==> src/rtl/module_bin_to_bcd_seq_if.sv <==
// Start/valid handshake bundle for the sequential binary-to-BCD converter.
// The master drives requests; the slave (the converter) returns status and results.
interface module_bin_to_bcd_seq_if #(
  parameter int WIDTH  = 12,
  parameter int DIGITS = 4
);
  logic                  start_i;
  logic                  abort_i;
  logic [WIDTH-1:0]      bin_i;
  logic                  busy_o;
  logic                  valid_o;
  logic [4*DIGITS-1:0]   bcd_o;
  logic                  overflow_o;

  modport master (
    output start_i, abort_i, bin_i,
    input  busy_o, valid_o, bcd_o, overflow_o
  );

  modport slave (
    input  start_i, abort_i, bin_i,
    output busy_o, valid_o, bcd_o, overflow_o
  );
endinterface

==> src/rtl/module_bin_to_bcd_seq.sv <==
// Sequential double-dabble converter: one shift per clock, WIDTH-bit binary to DIGITS packed BCD digits.
// Result and overflow flag are held until the next completed conversion; abort cancels without updating them.
module module_bin_to_bcd_seq #(
  parameter int WIDTH  = 12,
  parameter int DIGITS = 4
) (
  input logic                     clk_i,
  input logic                     rst_i,
  module_bin_to_bcd_seq_if.slave  bus
);
  localparam int CW = $clog2(WIDTH + 1);
  localparam int BW = 4 * DIGITS;

  typedef enum logic [1:0] {
    S_IDLE = 2'd0,
    S_CONV = 2'd1,
    S_DONE = 2'd2
  } state_t;

  state_t          state_q, state_d;
  logic [WIDTH-1:0] shift_q, shift_d;
  logic [BW-1:0]   digits_q, digits_d;
  logic [BW-1:0]   adj;
  logic            ovf_q, ovf_d;
  logic [CW-1:0]   cnt_q, cnt_d;
  logic [BW-1:0]   bcd_q, bcd_d;
  logic            overflow_q, overflow_d;
  logic            valid_q, valid_d;

  // Add-3 correction on every digit in parallel before the shift.
  always_comb begin
    adj = digits_q;
    for (int k = 0; k < DIGITS; k++) begin
      if (digits_q[4*k +: 4] > 4'd4) adj[4*k +: 4] = digits_q[4*k +: 4] + 4'd3;
    end
  end

  // NOTE: every signal written here gets a default first, so no path can leave one unassigned and infer a latch.
  always_comb begin
    state_d    = state_q;
    shift_d    = shift_q;
    digits_d   = digits_q;
    ovf_d      = ovf_q;
    cnt_d      = cnt_q;
    bcd_d      = bcd_q;
    overflow_d = overflow_q;
    valid_d    = 1'b0;

    unique case (state_q)
      S_IDLE: begin
        if (bus.start_i) begin
          shift_d  = bus.bin_i;
          digits_d = '0;
          ovf_d    = 1'b0;
          cnt_d    = CW'(WIDTH);
          state_d  = S_CONV;
        end
      end
      S_CONV: begin
        if (bus.abort_i) begin
          state_d = S_IDLE;
        end else begin
          // The bit shifted out of the top digit carries weight 10^DIGITS; dropping it keeps value mod 10^DIGITS.
          digits_d = {adj[BW-2:0], shift_q[WIDTH-1]};
          shift_d  = shift_q << 1;
          ovf_d    = ovf_q | adj[BW-1];
          cnt_d    = cnt_q - CW'(1);
          if (cnt_q == CW'(1)) state_d = S_DONE;
        end
      end
      S_DONE: begin
        state_d = S_IDLE;
        if (!bus.abort_i) begin
          bcd_d      = digits_q;
          overflow_d = ovf_q;
          valid_d    = 1'b1;
        end
      end
      default: state_d = S_IDLE;
    endcase
  end

  // NOTE: state registers use non-blocking assignments so all flops update together from pre-edge values.
  always_ff @(posedge clk_i or posedge rst_i) begin
    if (rst_i) begin
      state_q    <= S_IDLE;
      shift_q    <= '0;
      digits_q   <= '0;
      ovf_q      <= 1'b0;
      cnt_q      <= '0;
      bcd_q      <= '0;
      overflow_q <= 1'b0;
      valid_q    <= 1'b0;
    end else begin
      state_q    <= state_d;
      shift_q    <= shift_d;
      digits_q   <= digits_d;
      ovf_q      <= ovf_d;
      cnt_q      <= cnt_d;
      bcd_q      <= bcd_d;
      overflow_q <= overflow_d;
      valid_q    <= valid_d;
    end
  end

  assign bus.busy_o     = (state_q != S_IDLE);
  assign bus.valid_o    = valid_q;
  assign bus.bcd_o      = bcd_q;
  assign bus.overflow_o = overflow_q;
endmodule

==> src/flat_wrapper.sv <==
// flat-port wrapper written by rule: the top's interface ports become plain ports
module module_bin_to_bcd_seq_flat 
#(
  parameter int WIDTH  = 12,
  parameter int DIGITS = 4
)
  (clk_i, rst_i, bus_start_i, bus_abort_i, bus_bin_i, bus_busy_o, bus_valid_o, bus_bcd_o, bus_overflow_o);
  module_bin_to_bcd_seq_if #(.WIDTH(WIDTH), .DIGITS(DIGITS)) bus_i ();
  input logic clk_i;
  input logic rst_i;
  input wire logic [$bits(bus_i.start_i)-1:0] bus_start_i;
  input wire logic [$bits(bus_i.abort_i)-1:0] bus_abort_i;
  input wire logic [$bits(bus_i.bin_i)-1:0] bus_bin_i;
  output wire logic [$bits(bus_i.busy_o)-1:0] bus_busy_o;
  output wire logic [$bits(bus_i.valid_o)-1:0] bus_valid_o;
  output wire logic [$bits(bus_i.bcd_o)-1:0] bus_bcd_o;
  output wire logic [$bits(bus_i.overflow_o)-1:0] bus_overflow_o;
  assign bus_i.start_i = bus_start_i;
  assign bus_i.abort_i = bus_abort_i;
  assign bus_i.bin_i = bus_bin_i;
  assign bus_busy_o = bus_i.busy_o;
  assign bus_valid_o = bus_i.valid_o;
  assign bus_bcd_o = bus_i.bcd_o;
  assign bus_overflow_o = bus_i.overflow_o;
  module_bin_to_bcd_seq #(.WIDTH(WIDTH), .DIGITS(DIGITS)) u_core (.clk_i(clk_i), .rst_i(rst_i), .bus(bus_i));
endmodule
==> config.mk <==
export PLATFORM = sky130hd
export DESIGN_NAME = module_bin_to_bcd_seq_flat
export DESIGN_NICKNAME = d
export VERILOG_FILES = /design/src/rtl/module_bin_to_bcd_seq_if.sv /design/src/rtl/module_bin_to_bcd_seq.sv /design/src/flat_wrapper.sv
export SDC_FILE = /design/constraint.sdc
export NUM_CORES = 1
export LEC_CHECK = 0
export BUFFER_PORTS_ARGS = -buffer_cell sky130_fd_sc_hd__buf_4
export CAP_MARGIN = 20
export CORE_MARGIN = 5
export CORE_UTILIZATION = 45
export DETAILED_ROUTE_END_ITERATION = 10
export PLACE_DENSITY = 0.68
export SETUP_SLACK_MARGIN = 0.2
export SLEW_MARGIN = 20
export SYNTH_ARGS = -nofsm -noshare
export SYNTH_HDL_FRONTEND = slang
export SYNTH_SLANG_ARGS = --single-unit
==> constraint.sdc <==
create_clock -name clk_i -period 1.7 [get_ports clk_i]
set_input_delay 0.34 -clock clk_i [delete_from_list [all_inputs] [get_ports clk_i]]
set_output_delay 0.34 -clock clk_i [all_outputs]
set_load 0.01 [all_outputs]
# Word-level counts from Yosys, hierarchy flattened
# Index checks and enable logic that the tools add are counted.
[classes] n_bitwise=2 muxes=22 magnitude_cmp=4 n_eq_ne=6 add_sub_neg=5 n_reduce_logical=6
[ops] operator="16-bit 2-to-1 mux" count=2
[ops] operator="16-bit one-hot mux with 2 select lines" count=1
[ops] operator="12-bit 2-to-1 mux" count=2
[ops] operator="4-bit 2-to-1 mux" count=6
[ops] operator="12-bit one-hot mux with 2 select lines" count=1
[ops] operator="4-bit by 2-bit adder with 4-bit output, second input constant" count=4
[ops] operator="4-bit by 3-bit greater-than comparator with 1-bit output, second input constant" count=4
[ops] operator="4-bit one-hot mux with 2 select lines" count=1
[ops] operator="2-bit 2-to-1 mux" count=3
[ops] operator="4-bit by 1-bit equality test with 1-bit output, second input constant" count=1
[ops] operator="1-bit 2-to-1 mux" count=4
[ops] operator="2-bit inequality test, second input constant" count=2
[ops] operator="2-bit one-hot mux with 2 select lines" count=1
[ops] operator="2-bit AND reduction" count=2
[ops] operator="2-bit nonzero test" count=2
[ops] operator="4-bit by 1-bit subtractor with 4-bit output, second input constant" count=1
[ops] operator="3-bit by 2-bit inequality test with 1-bit output, second input constant" count=1
[ops] operator="3-bit AND reduction" count=1
[ops] operator="2-bit by 1-bit equality test with 1-bit output, second input constant" count=1
[ops] operator="2-bit equality test, second input constant" count=1
[ops] operator="2-bit zero test" count=1
[ops] operator="1-bit one-hot mux with 2 select lines" count=1
[ops] operator="1-bit inverter" count=1
[ops] operator="1-bit OR" count=1
[totals] word_cells=53 out_inout_bits=19 reg_bits=53

# Longest topological paths before layout
# Gate-level depths: netlist of run 1.
[depth] word_depth=5 ltp_mapped=5 ltp_nobuf=5

# Worst setup path after synthesis of run 1
# OpenSTA, ideal clock, no wires.
[synth_path] path_kind="register to register" start="register u_core.state_q[1]" end="register u_core.digits_q[15]" stages_incl_launch_ff=5 slack_ps=191 required_ps=1578 arrival_ps=1387 setup_ps=122 path_buffers=1 path_cell_list="dfrtp_1 nor3b_2 buf_4 mux2_2 a32o_1"
[synth_via] elab_chain_cells=3 word_cells_on_any_way=7
[synth_lines] item="start: declaration" line="module_bin_to_bcd_seq.sv:20" text="state_t state_q, state_d;"
[synth_lines] item="start signal: assignment" line="module_bin_to_bcd_seq.sv:95" text="state_q <= state_d;"
[synth_lines] item="2-bit by 1-bit equality test with 1-bit output / 2-bit zero test (equally long branches)" line="module_bin_to_bcd_seq.sv:49" text="unique case (state_q)"
[synth_lines] item="2-bit inequality test (no line) / 2-bit nonzero test (equally long branches)"
[synth_lines] item="3-bit AND reduction (no line)"
[synth_lines] item="end signal: assignment" line="module_bin_to_bcd_seq.sv:97" text="digits_q <= digits_d;"
[synth_lines] item="end: declaration" line="module_bin_to_bcd_seq.sv:22" text="logic [BW-1:0] digits_q, digits_d;"
# Parallel ways exist; a longest one is shown, timed or not.
# A chain may end at the register's enable or synchronous reset.

# Worst setup path in the final report of run 1
# Same ends and word-level chain as after synthesis.

==> results of run 1 <==
routing by layer:
layer	GRT usage	share of wire
met1	0.220	0.47
met2	0.233	0.47
met3	0.0385	0.044
met4	0.0526	0.015
met5	0	0
layout make-up:
| class | count | area, sq um |
|---|---|---|
| well taps | 72 | 90.1 |
| clock buffers | 7 | 86.3 |
| clock inverters | 1 | 30.0 |
| repair buffers | 54 | 433 |
| multi-input cells | 137 | 1120 |
| fillers | 494 | 2270 |
| flip-flops and latches | 53 | 1330 |
| inverters | 13 | 52.6 |
worst reg2reg max path: stages, from the launching register on:
cell and delay (ns):
dfrtp_2 0.46, or3b_4 0.46, mux2_4 0.29, a32o_1 0.20
synth_stat cells (2+ instances only):
master and count:
mux2_2 21, ha_1 6, or3_1 5, or3b_1 2
a21oi_1 3, a32o_1 8, o32ai_1 4, mux2i_1 13
o21ai_0 22, buf_2 6, nor2b_1 4, o21a_1 4
and3_1 3, nor2_1 9, o22ai_1 3, inv_1 13
nand2_1 3, nor3_1 5, dfrtp_1 53, nand3_1 11
nor3b_1 2, buf_4 3
worst min-delay path by stage:
stage	from	end	slack, ns	cells after the start
after floorplan	rst_i	u_core.bus.bcd_o[0]$_DFFE_PP0P_	0.40	1
after global routing	rst_i	u_core.shift_q[6]$_DFFE_PP0P_	0.07	2
after global placement	rst_i	u_core.shift_q[0]$_DFFE_PP0P_	0.38	2
after detailed placement	rst_i	u_core.shift_q[6]$_DFFE_PP0P_	0.38	2
final	rst_i	u_core.shift_q[6]$_DFFE_PP0P_	0.03	2
after CTS	rst_i	u_core.shift_q[6]$_DFFE_PP0P_	0.04	2
registers in the layout, summed over array words and instances, names as in the netlist:
signal,count
u_core.shift_q,12
u_core.bus.bcd_o,16
u_core.digits_q,16
u_core.bus.overflow_o,1
u_core.ovf_q,1
u_core.state_q,2
u_core.cnt_q,4
u_core.bus.valid_o,1
timing repair:
item                       in CTS  in global routing
pin swaps                       3                  3
cloned                          2                  0
hold buffers                    0                  0
gates resized for setup        11                 14
setup buffers                   4                  3
setup endpoints to repair      22                 26
layout by cell type (no fill, tap or decap), types with 2 or more instances in the layout:
cell type  Yosys  routed
a21oi_1        3       3
a32o_1         8       8
and3_1         3       3
buf_12         0       2
buf_2          6       2
buf_4          3      48
buf_6          0       2
clkbuf_8       0       6
dfrtp_1       53      51
dfrtp_2        0       2
ha_1           6       2
ha_2           0       2
ha_4           0       2
inv_1         13       9
inv_2          0       3
mux2_2        21      18
mux2_4         0       3
mux2i_1       13      13
nand2_1        3       3
nand3_1       11      11
nor2_1         9       8
nor2b_1        4       3
nor3_1         5       5
nor3b_2        1       2
o21a_1         4       4
o21ai_0       22      22
o22ai_1        3       3
o32ai_1        4       3
or3_1          5       5
or3b_4         0       2
logic make-up (layout without fill, tap and decap cells):
group,Yosys count,in the layout
AO/OA/AOI/OAI,50,50
AND/OR/NAND/NOR,47,47
buffers and inverters,24,75
adder cells (fa/ha/maj),6,6
flip-flops,53,53
multiplexers,34,34
power by group:
part / leakage (uW) / internal, uW / total (uW) / switching, uW
combinational: 0.000762 / 358 / 719 / 361
sequential: 0.000705 / 1430 / 1560 / 129
clock: 0.0000585 / 480 / 880 / 400
total: 0.00153 / 2270 / 3160 / 890
through the flow:
stage,util,instances,setup WS [ns]
final,0.581,337,0.192
after global placement,0.531,320,-0.0590
after detailed placement,0.531,320,-0.116
after CTS,0.566,334,0.180
after floorplan,-,214,0.212
after global routing,0.581,337,0.118
==> flow_summary.ini, run 1 <==
[run_status]
outcome = finished, final reports clean

[global_route]
grt_use_total = 0.156
grt_first_pass_wirelength_um = 8930
grt-ovfl-total = 0
grt_pass1_vias = 1830
antenna_found_initial = 0
grt_start_max_net_pins = 36

[route]
totalWireLength_um = 5160
avgViaCountPerCell = 5.41
drcViolationCount = 0
dr_total_vias = 1824
wl_per_cell_um = 15.3
drtAntennaViolNets = 0
drt_iter0_drc = 95
drt-pass1-iter-count = 4

[floorplan]
ioPinCount = 35
die_width_um = 84.1
initial_core_util = 0.457
core_area_sq_um = 5410
num_rows = 27
dieArea_sq_um = 7070
die_h_um = 84.1

[cells_and_area]
antenna_cells = 0
finalInstanceArea_sq_um = 3140
syn_to_final_growth_pct = 27.1
drive_above_1_share = 0.381
final_nets = 286

[sta]
finalHoldViolCount = 0
setup_violations = 0
relSlewSlack = 0.709
fin_tns_setup_ns = 0
rsz0062_at_grt = true
finClkSkew_ns = 0.0106
worst_slew_pin_slew_ns = 0.435
fmaxAchievable_mhz = 663
whs_ns = 0.0336
period_minus_slack_ns = 1.51
min_period_over_period = 0.887
report.final.slew_viol_count = 0

[critical_path]
r2r_slack_ns = 0.19
critPathMaxStageDelay_ns = 0.46
cp_num_cells = 3
start_kind = flip-flop
required_ns = 1.89
end_kind = flip-flop
crit_family = flip-flops
critPathMaxFanout = 6
crit_start = u_core.state_q[1]$_DFFE_PP0P_
reg2reg_from = u_core.state_q[1]$_DFFE_PP0P_
cp_num_buf_inv = 0
reg2regPathDepth = 3
worstSetupPathType = reg2reg
arrival_ns = 1.70
r2r-end = u_core.digits_q[15]$_DFFE_PP0P_
worstPathCellList = or3b_4 -> mux2_4 -> a32o_1
crit_end = u_core.digits_q[15]$_DFFE_PP0P_
critPathSlowestCell = dfrtp_2

[clock_network]
h-tree-depth = 2
clk_latency_ns = 0.31
numCtsBuffers = 5
cts_root_buf = clkbuf_8
cts_tree = yes
cts.sinks = 53
clock_path_buffers = 2
clk_pin_slew_ns = 0.09

[synth]
syn_inst = 214
synth_seq_cells = 53
yosysTopAreaCell = dfrtp_1
synthFlopType = dfrtp_1
ys_async_sr_fraction = 1.00
synth_area_leaders = dfrtp_1, mux2_2, mux2i_1
synth_compound_area_frac = 0.136
synthMuxAreaShare = 0.148
synth_top_area_share = 0.537
synth.cell_area_sq_um = 2470
synth_cell_types = 33
synth_top_family_by_area = multiplexers
synth-edff-count = 0
syn_nets = 236
synth_xor_area_frac = 0
yosysSeqAreaShare = 0.537
syn_avg_cell_area_sq_um = 11.5
synth-simple-area-share = 0.104
synth_fa_ha_area_frac = 0.0304
yosysWarningCount = 0

[power]
ir_worst_vdd_mv = 0.577
total_power_uw = 3160
p_leak_uw = 0.00153
p_per_area_nw_per_um2 = 1010

[place]
gp_congestion = 0.761
port-buffer-count = 34
place_area_sq_um = 2870
hpwl_um = 3290

[job]
maxCapViolCount = 0

[min_path]
hold_path_class = in2async
Note: power is estimated with default switching activity, not from simulation.
==> run 2: changes to the inputs <==
Settings changed: RECOVER_POWER from default to 100.
==> flow_summary.ini, run 2 (synthesis gave the netlist of run 1 again) <==
[run_status]
outcome = finished, final reports clean

[route]
wl_per_cell_um = 15.2
wirelength_met1_um = 2410
totalWireLength_um = 5130
drt_iter0_drc = 101
avgViaCountPerCell = 5.39
drtAntennaViolNets = 0
dr_total_vias = 1818
wl_met3_um = 233
wl_met2_um = 2410
highest_layer = met4
drt-pass1-iter-count = 4
drcViolationCount = 0

[place]
pre_cts_ws_ns = -0.116
port-buffer-count = 34
gp_congestion = 0.761
hpwl_um = 3290

[floorplan]
die_width_um = 84.1
num_rows = 27
ioPinCount = 35
dieArea_sq_um = 7070
die_h_um = 84.1
core_area_sq_um = 5410
initial_core_util = 0.457

[global_route]
grt_first_pass_wirelength_um = 8930
grt_use_total = 0.156
grt-ovfl-total = 0
antenna_found_initial = 0
grt_start_max_net_pins = 36
grt_pass1_vias = 1830

[critical_path]
required_ns = 1.91
arrival_ns = 1.76
critPathMaxFanout = 8
start_kind = flip-flop
end_kind = flip-flop
worstSetupPathType = reg2reg
reg2regPathDepth = 3

[sta]
fin_tns_setup_ns = 0
worst_slew_pin_slew_ns = 0.887
whs_ns = 0.167
fmaxAchievable_mhz = 646
setup_violations = 0
finClkSkew_ns = 0.00668
period_minus_slack_ns = 1.55
finalHoldViolCount = 0
min_period_over_period = 0.910
setup_slack_ns = 0.152
rsz0062_at_grt = true
report.final.slew_viol_count = 0
relSlewSlack = 0.406

[clock_network]
clk_pin_slew_ns = 0.09
cts_root_buf = clkbuf_8
clk_latency_ns = 0.30
cts_tree = yes
clock_path_buffers = 2
postCtsHoldBufs = 0
h-tree-depth = 2
numCtsBuffers = 5
cts.sinks = 53

[cells_and_area]
multi_input_area_sq_um = 1110
antenna_cells = 0
register_area_sq_um = 1330
drive_above_1_share = 0.294
layout_commonest_cell = dfrtp_1
syn_to_final_growth_pct = 23.3
fill_cells = 510
final_cell_mix = dfrtp_1, buf_4, o21ai_0, clkbuf_1, mux2_2
final_nets = 286
final_util = 0.563

[min_path]
hold_path_class = in2async

[power]
p_per_area_nw_per_um2 = 1030
ir_worst_vdd_mv = 0.578
p_leak_uw = 0.00143

[job]
maxCapViolCount = 0
-- run 2: metrics by stage --
| step | instance area [sq um] | cells | power (uW) |
|---|---|---|---|
| 6_report | 3050 | 337 | 3120 |
| 5_1_grt | 3050 | 337 | 3340 |
| 4_1_cts | 3060 | 334 | 3120 |
| 3_5_place_dp | 2870 | 320 | 2180 |
| 3_3_place_gp | 2870 | 320 | 2160 |
| 2_1_floorplan | 2470 | 214 | 1980 |
-- run 2: layout make-up --
type                            count  share of cell area
Clock buffer                        7              0.0283
Clock inverter                      1             0.00986
Inverter                           13              0.0164
Multi-Input combinational cell    137               0.364
Sequential cell                    53               0.436
Tap cell                           72              0.0296
Timing Repair Buffer               54               0.116
-- run 2: final timing paths --
path | startpoint | endpoint | slack [ns]
max in group asynchronous | rst_i | u_core.bus.bcd_o[2]$_DFFE_PP0P_ | 0.91
worst max register to register | u_core.state_q[1]$_DFFE_PP0P_ | u_core.digits_q[5]$_DFFE_PP0P_ | 0.15
worst min-delay path | rst_i | u_core.shift_q[6]$_DFFE_PP0P_ | 0.17
worst min register to register | u_core.shift_q[11]$_DFFE_PP0P_ | u_core.digits_q[0]$_DFFE_PP0P_ | 0.50
worst max-delay path | u_core.state_q[1]$_DFFE_PP0P_ | u_core.digits_q[5]$_DFFE_PP0P_ | 0.15
min in group clk_i | bus_bin_i[0] | u_core.shift_q[0]$_DFFE_PP0P_ | 0.26
-- run 2: what timing repair did --
| item | CTS | global route |
|---|---|---|
| setup buffers | 4 | 3 |
| setup endpoints to repair | 22 | 26 |
| pin swaps | 3 | 3 |
| gates cloned | 2 | 0 |
| resized for setup | 11 | 14 |
-- run 2: routing by layer --
layer	vias to the layer above	GRT usage
met4	0	0.0526
li1	880	-
met3	7	0.0385
met2	32	0.233
met1	899	0.220
met5	-	0
-- run 2: where the power goes --
| group | internal [uW] | switching (uW) |
|---|---|---|
| combinational | 338 | 358 |
| clock | 480 | 392 |
| sequential | 1430 | 128 |
-- run 2: worst max-delay path, cell delays in order (launching register included) --
cell      delay [ns]
dfrtp_1         0.45
or3b_1          0.46
clkbuf_2        0.23
o32ai_1         0.31
==> run 3: changes to the inputs <==
==> constraint.sdc (replaced) <==
create_clock -name clk_i -period 1.7 [get_ports clk_i]
set_input_delay 0.17 -clock clk_i [delete_from_list [all_inputs] [get_ports clk_i]]
set_output_delay 0.17 -clock clk_i [all_outputs]
set_load 0.01 [all_outputs]
==> flow_summary.ini, run 3 (synthesis gave the netlist of run 1 again) <==
[route]
wl_per_cell_um = 15.1
totalWireLength_um = 5130
dr_total_vias = 1842
drcViolationCount = 0
avgViaCountPerCell = 5.43
drt_iter0_drc = 78
drtAntennaViolNets = 0
drt-pass1-iter-count = 4

[cells_and_area]
final_cell_mix = dfrtp_1, buf_4, o21ai_0, mux2_2, clkbuf_1
instances_no_fill = 339
layout_commonest_cell = dfrtp_1
syn_to_final_growth_pct = 23.8
antenna_cells = 0
finalInstanceArea_sq_um = 3060
drive_above_1_share = 0.288
multi_input_area_sq_um = 1100
register_area_sq_um = 1330
final_nets = 288
fill_cells = 502

[sta]
fmaxAchievable_mhz = 654
period_minus_slack_ns = 1.53
relSlewSlack = 0.532
finalHoldViolCount = 0
report.final.slew_viol_count = 0
fin_tns_setup_ns = 0
whs_ns = 0.0890
setup_slack_ns = 0.170
min_period_over_period = 0.900
finClkSkew_ns = 0.00581
setup_violations = 0
worst_slew_pin_slew_ns = 0.701
rsz0062_at_grt = true

[job]
maxCapViolCount = 0

[min_path]
hold_path_class = in2reg
hold_path_startpoint = bus_bin_i[0]

[power]
swShare = 0.290
p_int_uw = 2130
p_per_area_nw_per_um2 = 980
p_leak_uw = 0.00144
p_clk_frac = 0.256
p_comb_frac = 0.223
ir_worst_vdd_mv = 0.414
p_seq_frac = 0.521
p_switching_uw = 870

[critical_path]
end_kind = flip-flop
critPathMaxFanout = 6
required_ns = 1.90
reg2reg_from = u_core.state_q[1]$_DFFE_PP0P_
crit_start = u_core.state_q[1]$_DFFE_PP0P_
start_kind = flip-flop
worstSetupPathType = reg2reg
arrival_ns = 1.73

[run_status]
outcome = finished, final reports clean

[global_route]
grt-ovfl-total = 0
grt_use_total = 0.155
grt_start_max_net_pins = 37
grt_pass1_vias = 1898
grt_first_pass_wirelength_um = 8960
antenna_found_initial = 0

[clock_network]
h-tree-depth = 2
numCtsBuffers = 5
cts_tree = yes
clk_pin_slew_ns = 0.09
clock_path_buffers = 2
cts.sinks = 53
cts_root_buf = clkbuf_8
clk_latency_ns = 0.31

[place]
gp_congestion = 0.742
port-buffer-count = 34
pre_cts_ws_ns = 0.151
place_area_sq_um = 2880
place_inst = 322
hpwl_um = 3310

[floorplan]
ioPinCount = 35
initial_core_util = 0.457
dieArea_sq_um = 7070
die_width_um = 84.1
num_rows = 27
core_area_sq_um = 5410
die_h_um = 84.1
==> run 3: critical path, stage by stage, from the launching register on <==
cell	delay, ns
dfrtp_1	0.47
or3b_4	0.44
mux2_1	0.31
a32o_1	0.21
==> run 3: path summary, 6_finish.rpt <==
path	endpoint	slack, ns	cells after the start
setup / recovery	u_core.digits_q[3]$_DFFE_PP0P_	0.17	3
hold / removal	u_core.shift_q[0]$_DFFE_PP0P_	0.09	2
setup reg to reg	u_core.digits_q[3]$_DFFE_PP0P_	0.17	3
hold reg to reg	u_core.shift_q[5]$_DFFE_PP0P_	0.50	2
max in group asynchronous	u_core.state_q[0]$_DFFE_PP0P_	0.53	4
min in group asynchronous	u_core.bus.bcd_o[11]$_DFFE_PP0P_	0.52	3
==> run 3: through the flow <==
step	total power (uW)	util
2_1_floorplan	1980	-
3_3_place_gp	2160	0.533
3_5_place_dp	2180	0.533
4_1_cts	2990	0.562
5_1_grt	3210	0.566
6_report	3000	0.566
==> run 3: power groups by stage <==
stage	Sequential [uW]	Combinational, uW	Clock [uW]
after floorplan	1540	435	0
after global placement	1570	588	0
after detailed placement	1580	597	0
after CTS	1560	629	805
after global routing	1590	764	857
final	1560	667	768
==> run 3: cell type report <==
class | instances | area share
sequential | 53 | 0.434
clock buffer | 7 | 0.0315
multi-input combinational | 137 | 0.361
tap | 72 | 0.0295
timing repair buffer | 56 | 0.126
clock inverter | 1 | 0.00164
inverter | 13 | 0.0160
==> run 3: layer usage <==
metal / up-vias / routed length (um) / GRT usage / share of wire
met2: 40 / 2400 / 0.245 / 0.47
met1: 909 / 2450 / 0.207 / 0.48
met3: 6 / 204 / 0.0405 / 0.040
met5: - / 0 / 0 / 0
li1: 887 / - / - / -
met4: 0 / 69 / 0.0482 / 0.013
==> run 3: repair_timing <==
action                                  4_1_cts  5_1_grt
pin swaps                                     0        2
endpoints found under the setup margin        4       35
hold buffers                                  1        0
resized for setup                             3       24
hold endpoints to repair                     17        0
cloned                                        0        0
buffers inserted                              4        4
